$ cat src/rtl/logic_gate_pkg.sv
// Shared op-code constants and FSM state encoding for the gate sweep block.
package logic_gate_pkg;

    localparam logic [2:0] OP_AND  = 3'd0;
    localparam logic [2:0] OP_OR   = 3'd1;
    localparam logic [2:0] OP_XOR  = 3'd2;
    localparam logic [2:0] OP_NAND = 3'd3;
    localparam logic [2:0] OP_NOR  = 3'd4;
    localparam logic [2:0] OP_XNOR = 3'd5;

    typedef enum logic [1:0] {
        IDLE,
        SWEEP,
        DONE
    } state_e;

    function automatic logic op_legal(input logic [2:0] op);
        return op <= OP_XNOR;
    endfunction

endpackage

$ cat src/rtl/logic_gate_n.sv
// N-input combinational gate; illegal op codes yield 0.
module logic_gate_n
    import logic_gate_pkg::*;
#(
    parameter int N_IN = 3
) (
    input  logic [N_IN-1:0] a,
    input  logic [2:0]      op,
    output logic            y
);

    always_comb begin
        y = 1'b0;
        case (op)
            OP_AND:  y = &a;
            OP_OR:   y = |a;
            OP_XOR:  y = ^a;
            OP_NAND: y = ~&a;
            OP_NOR:  y = ~|a;
            OP_XNOR: y = ~^a;
            default: y = 1'b0;
        endcase
    end

endmodule

$ cat src/rtl/logic_gate_sweep.sv
// Registered N-input gate with an on-demand exhaustive truth-table sweep.
module logic_gate_sweep
    import logic_gate_pkg::*;
#(
    parameter  int N_IN = 3,
    localparam int TT_W = 2**N_IN
) (
    input  logic            clk,
    input  logic            rst,
    input  logic [N_IN-1:0] din,
    input  logic [2:0]      op,
    input  logic            start,
    output logic            dout,
    output logic            dout_vld,
    output logic            busy,
    output logic            done,
    output logic [TT_W-1:0] tt,
    output logic            tt_vld,
    output logic            err
);

    localparam logic [N_IN-1:0] CNT_LAST = '1;

    state_e          state, state_nxt;
    logic [N_IN-1:0] cnt;
    logic [2:0]      op_q;
    logic [N_IN-1:0] gate_a;
    logic [2:0]      gate_op;
    logic            f;

    // One gate instance serves both modes: live operands in IDLE, the counter while sweeping.
    always_comb begin
        gate_a  = (state == SWEEP) ? cnt : din;
        gate_op = (state == IDLE)  ? op  : op_q;
    end

    logic_gate_n #(.N_IN(N_IN)) u_gate (
        .a  (gate_a),
        .op (gate_op),
        .y  (f)
    );

    always_ff @(posedge clk or posedge rst) begin
        if (rst) state <= IDLE;
        else     state <= state_nxt;
    end

    always_comb begin
        state_nxt = state;
        busy      = 1'b0;
        done      = 1'b0;
        err       = !op_legal(gate_op);
        case (state)
            IDLE:    if (start) state_nxt = SWEEP;
            SWEEP: begin
                busy = 1'b1;
                if (cnt == CNT_LAST) state_nxt = DONE;
            end
            DONE: begin
                done      = 1'b1;
                state_nxt = IDLE;
            end
            default: state_nxt = IDLE;
        endcase
    end

    always_ff @(posedge clk or posedge rst) begin
        if (rst) begin
            cnt      <= '0;
            op_q     <= '0;
            dout     <= 1'b0;
            dout_vld <= 1'b0;
            tt       <= '0;
            tt_vld   <= 1'b0;
        end else begin
            case (state)
                IDLE: begin
                    dout     <= f;
                    // The start edge hands the output over to the sweep, so it is not flagged.
                    dout_vld <= !start;
                    if (start) begin
                        op_q   <= op;
                        cnt    <= '0;
                        tt     <= '0;
                        tt_vld <= 1'b0;
                    end
                end
                SWEEP: begin
                    tt[cnt]  <= f;
                    dout     <= f;
                    dout_vld <= 1'b0;
                    if (cnt != CNT_LAST) cnt <= cnt + 1'b1;
                end
                DONE: begin
                    tt_vld   <= 1'b1;
                    dout_vld <= 1'b0;
                end
                default: dout_vld <= 1'b0;
            endcase
        end
    end

endmodule

$ cat config.mk
export PLATFORM = sky130hd
export DESIGN_NAME = logic_gate_sweep
export DESIGN_NICKNAME = d
export VERILOG_FILES = /design/src/rtl/logic_gate_pkg.sv /design/src/rtl/logic_gate_n.sv /design/src/rtl/logic_gate_sweep.sv
export SDC_FILE = /design/constraint.sdc
export NUM_CORES = 1
export LEC_CHECK = 0
export ABC_AREA = 1
export BUFFER_PORTS_ARGS = -buffer_cell sky130_fd_sc_hd__buf_2
export CAP_MARGIN = 20
export CORE_AREA = 2 2 68 50
export DETAILED_ROUTE_END_ITERATION = 8
export DIE_AREA = 0 0 70 52
export PLACE_DENSITY = 0.56
export SLEW_MARGIN = 25
export SYNTH_ARGS = -nofsm -noshare
export SYNTH_HDL_FRONTEND = slang
export SYNTH_SLANG_ARGS = --single-unit
$ cat constraint.sdc
create_clock -name clk -period 5.9 [get_ports clk]
set_input_delay 0.295 -clock clk [delete_from_list [all_inputs] [get_ports clk]]
set_output_delay 0.295 -clock clk [all_outputs]
set_load 0.1 [all_outputs]
==> impl_summary.log, run 1 <==
INFO  metric route.vias.total = 1062
INFO  metric placeableCoreArea = 3020 um2
INFO  metric critPathArrivalTime = 2.25 ns
INFO  metric setup-tns-final = 0 ns
INFO  metric netlist_area_pre_place = 1147 um2
INFO  metric top_level_ports = 23
INFO  metric vias_per_cell = 4.741
INFO  metric post-route-worst-setup-slack = 3.792 ns
INFO  metric fp.dieArea = 3640 um2
INFO  metric rsz0062_at_grt = no
INFO  metric cp_data_required_time = 6.05 ns
INFO  metric cts_root_buf = sky130_fd_sc_hd__clkbuf_8
INFO  metric layout.core_utilization = 44.45%
INFO  metric mappedNetlistNets = 175
INFO  metric detail_routed_net_length_per_standard_cell = 11.51 um
INFO  metric first_pass_grt_wire_length = 4595 um
INFO  metric grt_antenna_before_repair = 0
INFO  metric number_of_drc_violations_after_detailed_routing_iteration_0 = 60
INFO  metric worstSetupPathType = register to register
INFO  metric setup_slack_at_placement = 3.786 ns
INFO  metric port_buffers = 22
INFO  metric min_path_type = input pin to async pin
INFO  metric yosys_register_bits = 19
INFO  metric timing.max_cap.violations = 0
INFO  metric skew = 0.006737 ns
INFO  metric fp-row-count = 17
INFO  metric cts_resized = 0
INFO  metric die_width = 70 um
INFO  metric cts.sinks = 19
INFO  metric die_h = 52 um
INFO  metric ant_nets = 0
INFO  metric grt_pass1_vias = 1013
INFO  metric clock_insertion_delay_worst_skew = 0.26 ns
INFO  metric synth_top_cells_by_area = sky130_fd_sc_hd__dfrtp_1 (41%), sky130_fd_sc_hd__nand2_1 (17%), sky130_fd_sc_hd__nor2_1 (7.9%)
INFO  metric cts-buffers-inserted = 3
INFO  metric post_synth.cell_area_avg = 7.082 um2
INFO  metric synth_top_area_cell = sky130_fd_sc_hd__dfrtp_1
INFO  metric critPathSlowestCell = sky130_fd_sc_hd__dfrtp_1
INFO  metric final-hold-violation-count = 0
INFO  metric drcViolationCount = 0
INFO  metric drt_pass1_iterations = 4
INFO  metric ys_seq_area_share = 41.44%
INFO  metric worstSetupStartpointType = register
INFO  metric timing.final.max_slew_violations = 0
INFO  metric ctsLongestPathBuffers = 2
INFO  metric groute.usage.overall = 16.03%
INFO  metric ctsHoldBuffers = 0
INFO  metric gp_routability_congestion = 0.8077
INFO  metric cts_tree = yes
INFO  metric finalSetupViolations = 0
INFO  metric final.period_utilization = 35.73%
INFO  metric area_delta_synth_final = 17.01%
INFO  metric fillers = 330
INFO  metric antenna_cells_inserted = 0
INFO  metric timing.max_slew.rel_slack = 51.06%
INFO  metric cp_max_fo = 10
INFO  metric critical_path.cell_chain = nand2_4, nor2_1, a21oi_1, inv_1, ha_1, inv_1, nand3_1, nand2_1, nor2_1, nor2_1, nand3_4, nand2_1, nand2_1
INFO  metric post_cts_setup_inserts = 0
INFO  metric timing.critical_path.to_type = register
INFO  metric grt.overflow.total = 0
INFO  metric finished_layout_cells = 224
INFO  metric result_of_the_run = complete, no violations
INFO  metric start_util = 37.99%
INFO  metric share_of_the_synthesized_area_in_the_top_cell_type = 41.44%
INFO  metric multi_input_comb_area = 576.8 um2
INFO  metric synth.yosys.warnings = 0
INFO  metric ff_latch_area = 475.5 um2
INFO  metric final_layout_size_suffix_gt1_share = 17.74%
INFO  metric achievable-frequency = 474.4 MHz
INFO  metric maximum_number_of_pins_on_one_net_before_global_route_repair = 20
INFO  metric worst-slew-pin-transition = 0.7332 ns
INFO  metric ys_types = 18
INFO  metric placedCellCount = 220
INFO  metric crit_path_max_incr_delay = 0.49 ns
INFO  metric finalWirelength = 2579 um
INFO  metric htree_levels = 1
INFO  metric netlist_instances = 162
INFO  metric hpwl = 2039 um
INFO  metric clkTransAtPathRegs = 0.08 ns
INFO  metric number_of_nets_in_the_final_layout = 200
INFO  metric timing.final.crit_period = 2.108 ns
final timing paths:
check	startpoint	to	slack, ns	cells past startpoint
setup / recovery	state[0]$_DFFE_PP0P_	tt[7]$_DFFE_PP0P_	3.79	13
hold / removal	rst	dout_vld$_DFF_PP0_	0.15	2
setup reg to reg	state[0]$_DFFE_PP0P_	tt[7]$_DFFE_PP0P_	3.79	13
hold reg to reg	tt_vld$_DFFE_PP0P_	tt_vld$_DFFE_PP0P_	0.51	2
max in group asynchronous	rst	cnt[0]$_DFFE_PP0P_	5.29	2
min in group clk	start	dout_vld$_DFF_PP0_	0.20	2
layout make-up:
cell class | instances | share of cell area (%)
Clock buffer | 3 | 3.075
Clock inverter | 1 | 0.3728
Inverter | 23 | 6.431
Multi-Input combinational cell | 118 | 42.96
Sequential cell | 19 | 35.41
Tap cell | 38 | 3.541
Timing Repair Buffer | 22 | 8.201
layer usage:
layer / global-route usage (%) / vias to the layer above / part of all wire, %
li1: - / 559 / -
met4: 1.923 / 0 / 0
met3: 5.620 / 0 / 5.9
met2: 25.87 / 22 / 43
met5: 0 / - / 0
met1: 21.51 / 481 / 51
flip-flops by register name, indices dropped and copies added (netlist names):
| register | count |
|---|---|
| state | 2 |
| op_q | 3 |
| tt | 8 |
| tt_vld | 1 |
| dout_vld | 1 |
| cnt | 3 |
| dout | 1 |
through the flow:
step | instance area [um2] | hold slack [ns]
after floorplan | 1147 | 0.2461
after global placement | 1296 | 0.4457
after detailed placement | 1296 | 0.4644
after CTS | 1343 | 0.1729
after global routing | 1343 | 0.2002
final | 1343 | 0.1455
layout by cell type (no fill, tap or decap):
master | Yosys | final
sky130_fd_sc_hd__nand2_1 | 52 | 52
sky130_fd_sc_hd__nor2_1 | 24 | 24
sky130_fd_sc_hd__inv_1 | 22 | 22
sky130_fd_sc_hd__buf_2 | 0 | 22
sky130_fd_sc_hd__dfrtp_1 | 19 | 19
sky130_fd_sc_hd__nand3_1 | 14 | 14
sky130_fd_sc_hd__o21ai_0 | 9 | 9
sky130_fd_sc_hd__o211ai_1 | 8 | 8
sky130_fd_sc_hd__ha_1 | 4 | 4
sky130_fd_sc_hd__clkbuf_8 | 0 | 3
sky130_fd_sc_hd__nor2_4 | 1 | 1
sky130_fd_sc_hd__inv_2 | 1 | 1
sky130_fd_sc_hd__nand2_4 | 1 | 1
sky130_fd_sc_hd__o21ai_2 | 1 | 1
sky130_fd_sc_hd__nand2_2 | 1 | 1
sky130_fd_sc_hd__nor2_2 | 1 | 1
sky130_fd_sc_hd__nand3_4 | 1 | 1
sky130_fd_sc_hd__a21oi_1 | 1 | 1
sky130_fd_sc_hd__clkinv_2 | 0 | 1
cell families after synthesis:
group / share of synthesized area, %
simple gates: 35.55
buf+inv: 8.287
flops: 41.44
fa+ha+maj: 4.362
compound gates: 10.36
critical path, delay by kind of cell (launching register included):
family	cells	cell delay [ns]
AO/OA/AOI/OAI	1	0.17
AND/OR/NAND/NOR	9	0.86
buffers and inverters	2	0.15
adder cells (fa/ha/maj)	1	0.32
flip-flops	1	0.49
cells in the mapped netlist:
master	n
sky130_fd_sc_hd__o21ai_2	1
sky130_fd_sc_hd__nor2_2	1
sky130_fd_sc_hd__nor2_4	1
sky130_fd_sc_hd__nand2_1	52
sky130_fd_sc_hd__o21ai_0	9
sky130_fd_sc_hd__ha_1	4
sky130_fd_sc_hd__o211ai_1	8
sky130_fd_sc_hd__a21oi_1	1
sky130_fd_sc_hd__nor2_1	24
sky130_fd_sc_hd__dfrtp_1	19
sky130_fd_sc_hd__inv_1	22
sky130_fd_sc_hd__nand3_1	14
sky130_fd_sc_hd__inv_2	1
sky130_fd_sc_hd__nand2_2	1
sky130_fd_sc_hd__clkbuf_2	1
sky130_fd_sc_hd__clkbuf_1	1
sky130_fd_sc_hd__nand3_4	1
sky130_fd_sc_hd__nand2_4	1
Power of run 1 is not shown: default switching activity piles up to over one toggle a cycle in this logic, so the estimate is an artifact.
==> run 2: changes to the inputs <==
Settings changed: ABC_AREA 1 to 0, CORE_AREA 2 2 68 50 to 2 2 66 49, DIE_AREA 0 0 70 52 to 0 0 68 51, PLACE_DENSITY 0.56 to 0.57.
Clock period 5.9 ns to 2.2 ns, I/O delays scaled along.
==> impl_summary.log, run 2 <==
INFO  metric critPathArrivalTime = 2.28 ns (was 2.25 ns)
INFO  metric ctsLongestPathBuffers = 2 (unchanged)
INFO  metric number_of_drc_violations_after_detailed_routing_iteration_0 = 26 (was 60)
INFO  metric die_width = 68 um (was 70 um)
INFO  metric vias_per_cell = 5.341 (was 4.741)
INFO  metric ys_seq_area_share = 43.58% (was 41.44%)
INFO  metric worstSetupStartpointType = register (unchanged)
INFO  metric r2r.worst_path.cells = 9 (was 13)
INFO  metric netlist_instances = 111 (was 162)
INFO  metric achievable-frequency = 473.6 MHz (was 474.4 MHz)
INFO  metric placedCellCount = 173 (was 220)
INFO  metric largest_register_ffs = 8 (unchanged)
INFO  metric port_buffers = 22 (unchanged)
INFO  metric drcViolationCount = 0 (unchanged)
INFO  metric antenna_cells_inserted = 0 (unchanged)
INFO  metric top_level_ports = 23 (unchanged)
INFO  metric fp-row-count = 17 (unchanged)
INFO  metric synth_edf_count = 0 (unchanged)
INFO  metric placeableCoreArea = 2935 um2 (was 3020 um2)
INFO  metric finalWirelength = 2594 um (was 2579 um)
INFO  metric cts-buffers-inserted = 3 (unchanged)
INFO  metric ys_types = 36 (was 18)
INFO  metric synth_top_cells_by_area = sky130_fd_sc_hd__dfrtp_1 (44%), sky130_fd_sc_hd__a31oi_1 (5.2%), sky130_fd_sc_hd__ha_1 (4.6%) (was sky130_fd_sc_hd__dfrtp_1 (41%), sky130_fd_sc_hd__nand2_1 (17%), sky130_fd_sc_hd__nor2_1 (7.9%))
INFO  metric cp_data_required_time = 2.37 ns (was 6.05 ns)
INFO  metric timing.final.crit_period = 2.112 ns (was 2.108 ns)
INFO  metric cp_max_fo = 9 (was 10)
INFO  metric cts_tree = yes (unchanged)
INFO  metric grt.overflow.total = 0 (unchanged)
INFO  metric final_common_cell = sky130_fd_sc_hd__buf_2 (was sky130_fd_sc_hd__nand2_1)
INFO  metric hpwl = 1949 um (was 2039 um)
INFO  metric timing.max_slew.rel_slack = 51.07% (was 51.06%)
INFO  metric post_synth.cell_area_avg = 9.829 um2 (was 7.082 um2)
INFO  metric final.period_utilization = 95.98% (was 35.73%)
INFO  metric layout_common_cells = sky130_fd_sc_hd__buf_2 (22), sky130_fd_sc_hd__dfrtp_1 (19), sky130_fd_sc_hd__a31oi_1 (9) (was sky130_fd_sc_hd__nand2_1 (52), sky130_fd_sc_hd__nor2_1 (24), sky130_fd_sc_hd__inv_1 (22), sky130_fd_sc_hd__buf_2 (22), sky130_fd_sc_hd__dfrtp_1 (19))
INFO  metric result_of_the_run = complete, no violations (unchanged)
INFO  metric groute.usage.overall = 18.06% (was 16.03%)
INFO  metric final_layout_size_suffix_gt1_share = 40.43% (was 17.74%)
INFO  metric worstSetupPathType = register to register (unchanged)
INFO  metric timing.final.max_slew_violations = 0 (unchanged)
INFO  metric yosys_register_bits = 19 (unchanged)
INFO  metric timing.max_cap.violations = 0 (unchanged)
INFO  metric share_of_the_synthesized_area_in_the_top_cell_type = 43.58% (was 41.44%)
INFO  metric timing.critical_path.to_type = register (unchanged)
INFO  metric mappedNetlistNets = 124 (was 175)
INFO  metric htree_levels = 1 (unchanged)
INFO  metric ant_nets = 0 (unchanged)
INFO  metric clkTransAtPathRegs = 0.07 ns (was 0.08 ns)
INFO  metric area_delta_synth_final = 33.72% (was 17.01%)
INFO  metric synth_top_area_cell = sky130_fd_sc_hd__dfrtp_1 (unchanged)
INFO  metric drt_pass1_iterations = 4 (unchanged)
INFO  metric number_of_nets_in_the_final_layout = 155 (was 200)
INFO  metric final-hold-violation-count = 0 (unchanged)
INFO  metric finished_layout_cells = 179 (was 224)
INFO  metric grt_antenna_before_repair = 0 (unchanged)
INFO  metric worst-slew-pin-transition = 0.7331 ns (was 0.7332 ns)
INFO  metric yosys.cell_count.top_type = sky130_fd_sc_hd__dfrtp_1 (was sky130_fd_sc_hd__nand2_1)
INFO  metric clock_insertion_delay_worst_skew = 0.25 ns (was 0.26 ns)
INFO  metric largest_register = tt (unchanged)
INFO  metric synthTopCellsByCount = sky130_fd_sc_hd__dfrtp_1 (19), sky130_fd_sc_hd__a21oi_1 (9), sky130_fd_sc_hd__a31oi_1 (9), sky130_fd_sc_hd__nand2_1 (9), sky130_fd_sc_hd__inv_1 (8) (was sky130_fd_sc_hd__nand2_1 (52), sky130_fd_sc_hd__nor2_1 (24), sky130_fd_sc_hd__inv_1 (22))
INFO  metric route.vias.total = 956 (was 1062)
INFO  metric min_path_type = input pin to register (was input pin to async pin)
INFO  metric synth_ff_type = sky130_fd_sc_hd__dfrtp_1 (unchanged)
INFO  metric async_flop_share = 100.0% (unchanged)
INFO  metric maximum_number_of_pins_on_one_net_before_global_route_repair = 20 (unchanged)
INFO  metric netlist_area_pre_place = 1091 um2 (was 1147 um2)
INFO  metric finalSetupViolations = 0 (unchanged)
INFO  metric fp.dieArea = 3468 um2 (was 3640 um2)
INFO  metric skew = 0.003814 ns (was 0.006737 ns)
INFO  metric start_util = 37.17% (was 37.99%)
INFO  metric cts_root_buf = sky130_fd_sc_hd__clkbuf_8 (unchanged)
INFO  metric hold_path_depth = 2
INFO  metric first_pass_grt_wire_length = 4540 um (was 4595 um)
INFO  metric detail_routed_net_length_per_standard_cell = 14.49 um (was 11.51 um)
INFO  metric grt_pass1_vias = 993 (was 1013)
INFO  metric synth.yosys.warnings = 0 (unchanged)
INFO  metric cts.sinks = 19 (unchanged)
INFO  metric rsz0062_at_grt = yes (was no)
INFO  metric die_h = 51 um (was 52 um)
INFO  metric gp_routability_congestion = 0.6962 (was 0.8077)
INFO  metric reg.largest.list = tt (8), cnt (3), op_q (3) (unchanged)
## run 2: changes by cell type in the layout (fill, tap and decap cells not counted), sizes merged, moves of 3 or more
| cell | previous run | this run |
|---|---|---|
| nand2 | 54 | 9 |
| nor2 | 26 | 7 |
| inv | 23 | 9 |
| nand3 | 15 | 1 |
| a31oi | 0 | 10 |
| o21ai | 10 | 1 |
| a21oi | 1 | 9 |
| o211ai | 8 | 0 |
| buf | 22 | 29 |
| mux2 | 0 | 5 |
| nand2b | 0 | 5 |
| nor3 | 0 | 3 |
| nor4 | 0 | 3 |
## run 2: final cells by class
cell class,count,area (um2)
Tap cell,38,47.55
Multi-Input combinational cell,79,655.6
Timing Repair Buffer,30,185.2
Fill cell,302,1476
Inverter,9,50.05
Clock buffer,4,45.04
Sequential cell,19,475.5
## run 2: through the flow
stage	hold WS [ns]	TNS [ns]	area, um2	util (%)	setup WS, ns
after floorplan	0.06113	-0.009993	1204	-	-0.009993
after global placement	0.2553	0	1371	46.72	0.008983
after detailed placement	0.2754	-0.02351	1371	46.72	-0.02351
after CTS	0.02860	0	1446	49.28	0.02469
after global routing	0.03162	-0.02291	1459	49.70	-0.01265
final	0.03734	0	1459	49.70	0.08848
## run 2: final timing paths
path	from	to	slack, ns
hold / removal	start	dout_vld$_DFF_PP0_	0.04
max in group asynchronous	rst	state[0]$_DFFE_PP0P_	1.22
setup reg to reg	state[1]$_DFFE_PP0P_	tt[0]$_DFFE_PP0P_	0.09
hold reg to reg	tt_vld$_DFFE_PP0P_	tt_vld$_DFFE_PP0P_	0.49
setup / recovery	state[1]$_DFFE_PP0P_	tt[0]$_DFFE_PP0P_	0.09
min in group asynchronous	rst	tt[2]$_DFFE_PP0P_	0.52
## run 2: cells by family (layout without fill, tap and decap cells)
| logic type | after synthesis | after routing | synth area share, % |
|---|---|---|---|
| simple gates | 38 | 38 | 18.58 |
| mux | 5 | 5 | 5.504 |
| compound gates | 32 | 32 | 21.79 |
| flops | 19 | 19 | 43.58 |
| fa+ha+maj | 4 | 4 | 4.587 |
| buf+inv | 13 | 43 | 5.962 |
## run 2: worst max-delay path: stages (launching register included)
cell and delay, ns:
sky130_fd_sc_hd__dfrtp_1 0.38, sky130_fd_sc_hd__nand2b_4 0.20, sky130_fd_sc_hd__nand2_1 0.13, sky130_fd_sc_hd__nand2_4 0.06, sky130_fd_sc_hd__ha_4 0.25, sky130_fd_sc_hd__nand2b_4 0.14, sky130_fd_sc_hd__a21oi_2 0.16, sky130_fd_sc_hd__nor3_1 0.07
sky130_fd_sc_hd__a311o_2 0.42, sky130_fd_sc_hd__a31oi_1 0.21
## run 2: timing repair
item | 4_1_cts | 5_1_grt
hold buffers | 1 | 0
endpoints found under the setup margin | 4 | 9
pin swaps | 1 | 1
setup buffers | 1 | 0
hold endpoints to repair | 19 | 0
gates resized for setup | 0 | 3
## run 2: routing by layer
layer  share of wire (%)  track usage [%]  wire (um)  vias to the layer above
met5                   0                0          0                        -
met4                 1.7            10.67         45                        0
met3                 4.6            3.304        120                        4
met2                  46            26.86       1182                       23
met1                  48            24.34       1245                      462
li1                    -                -          -                      467
Power of run 2 is left out for the same reason.
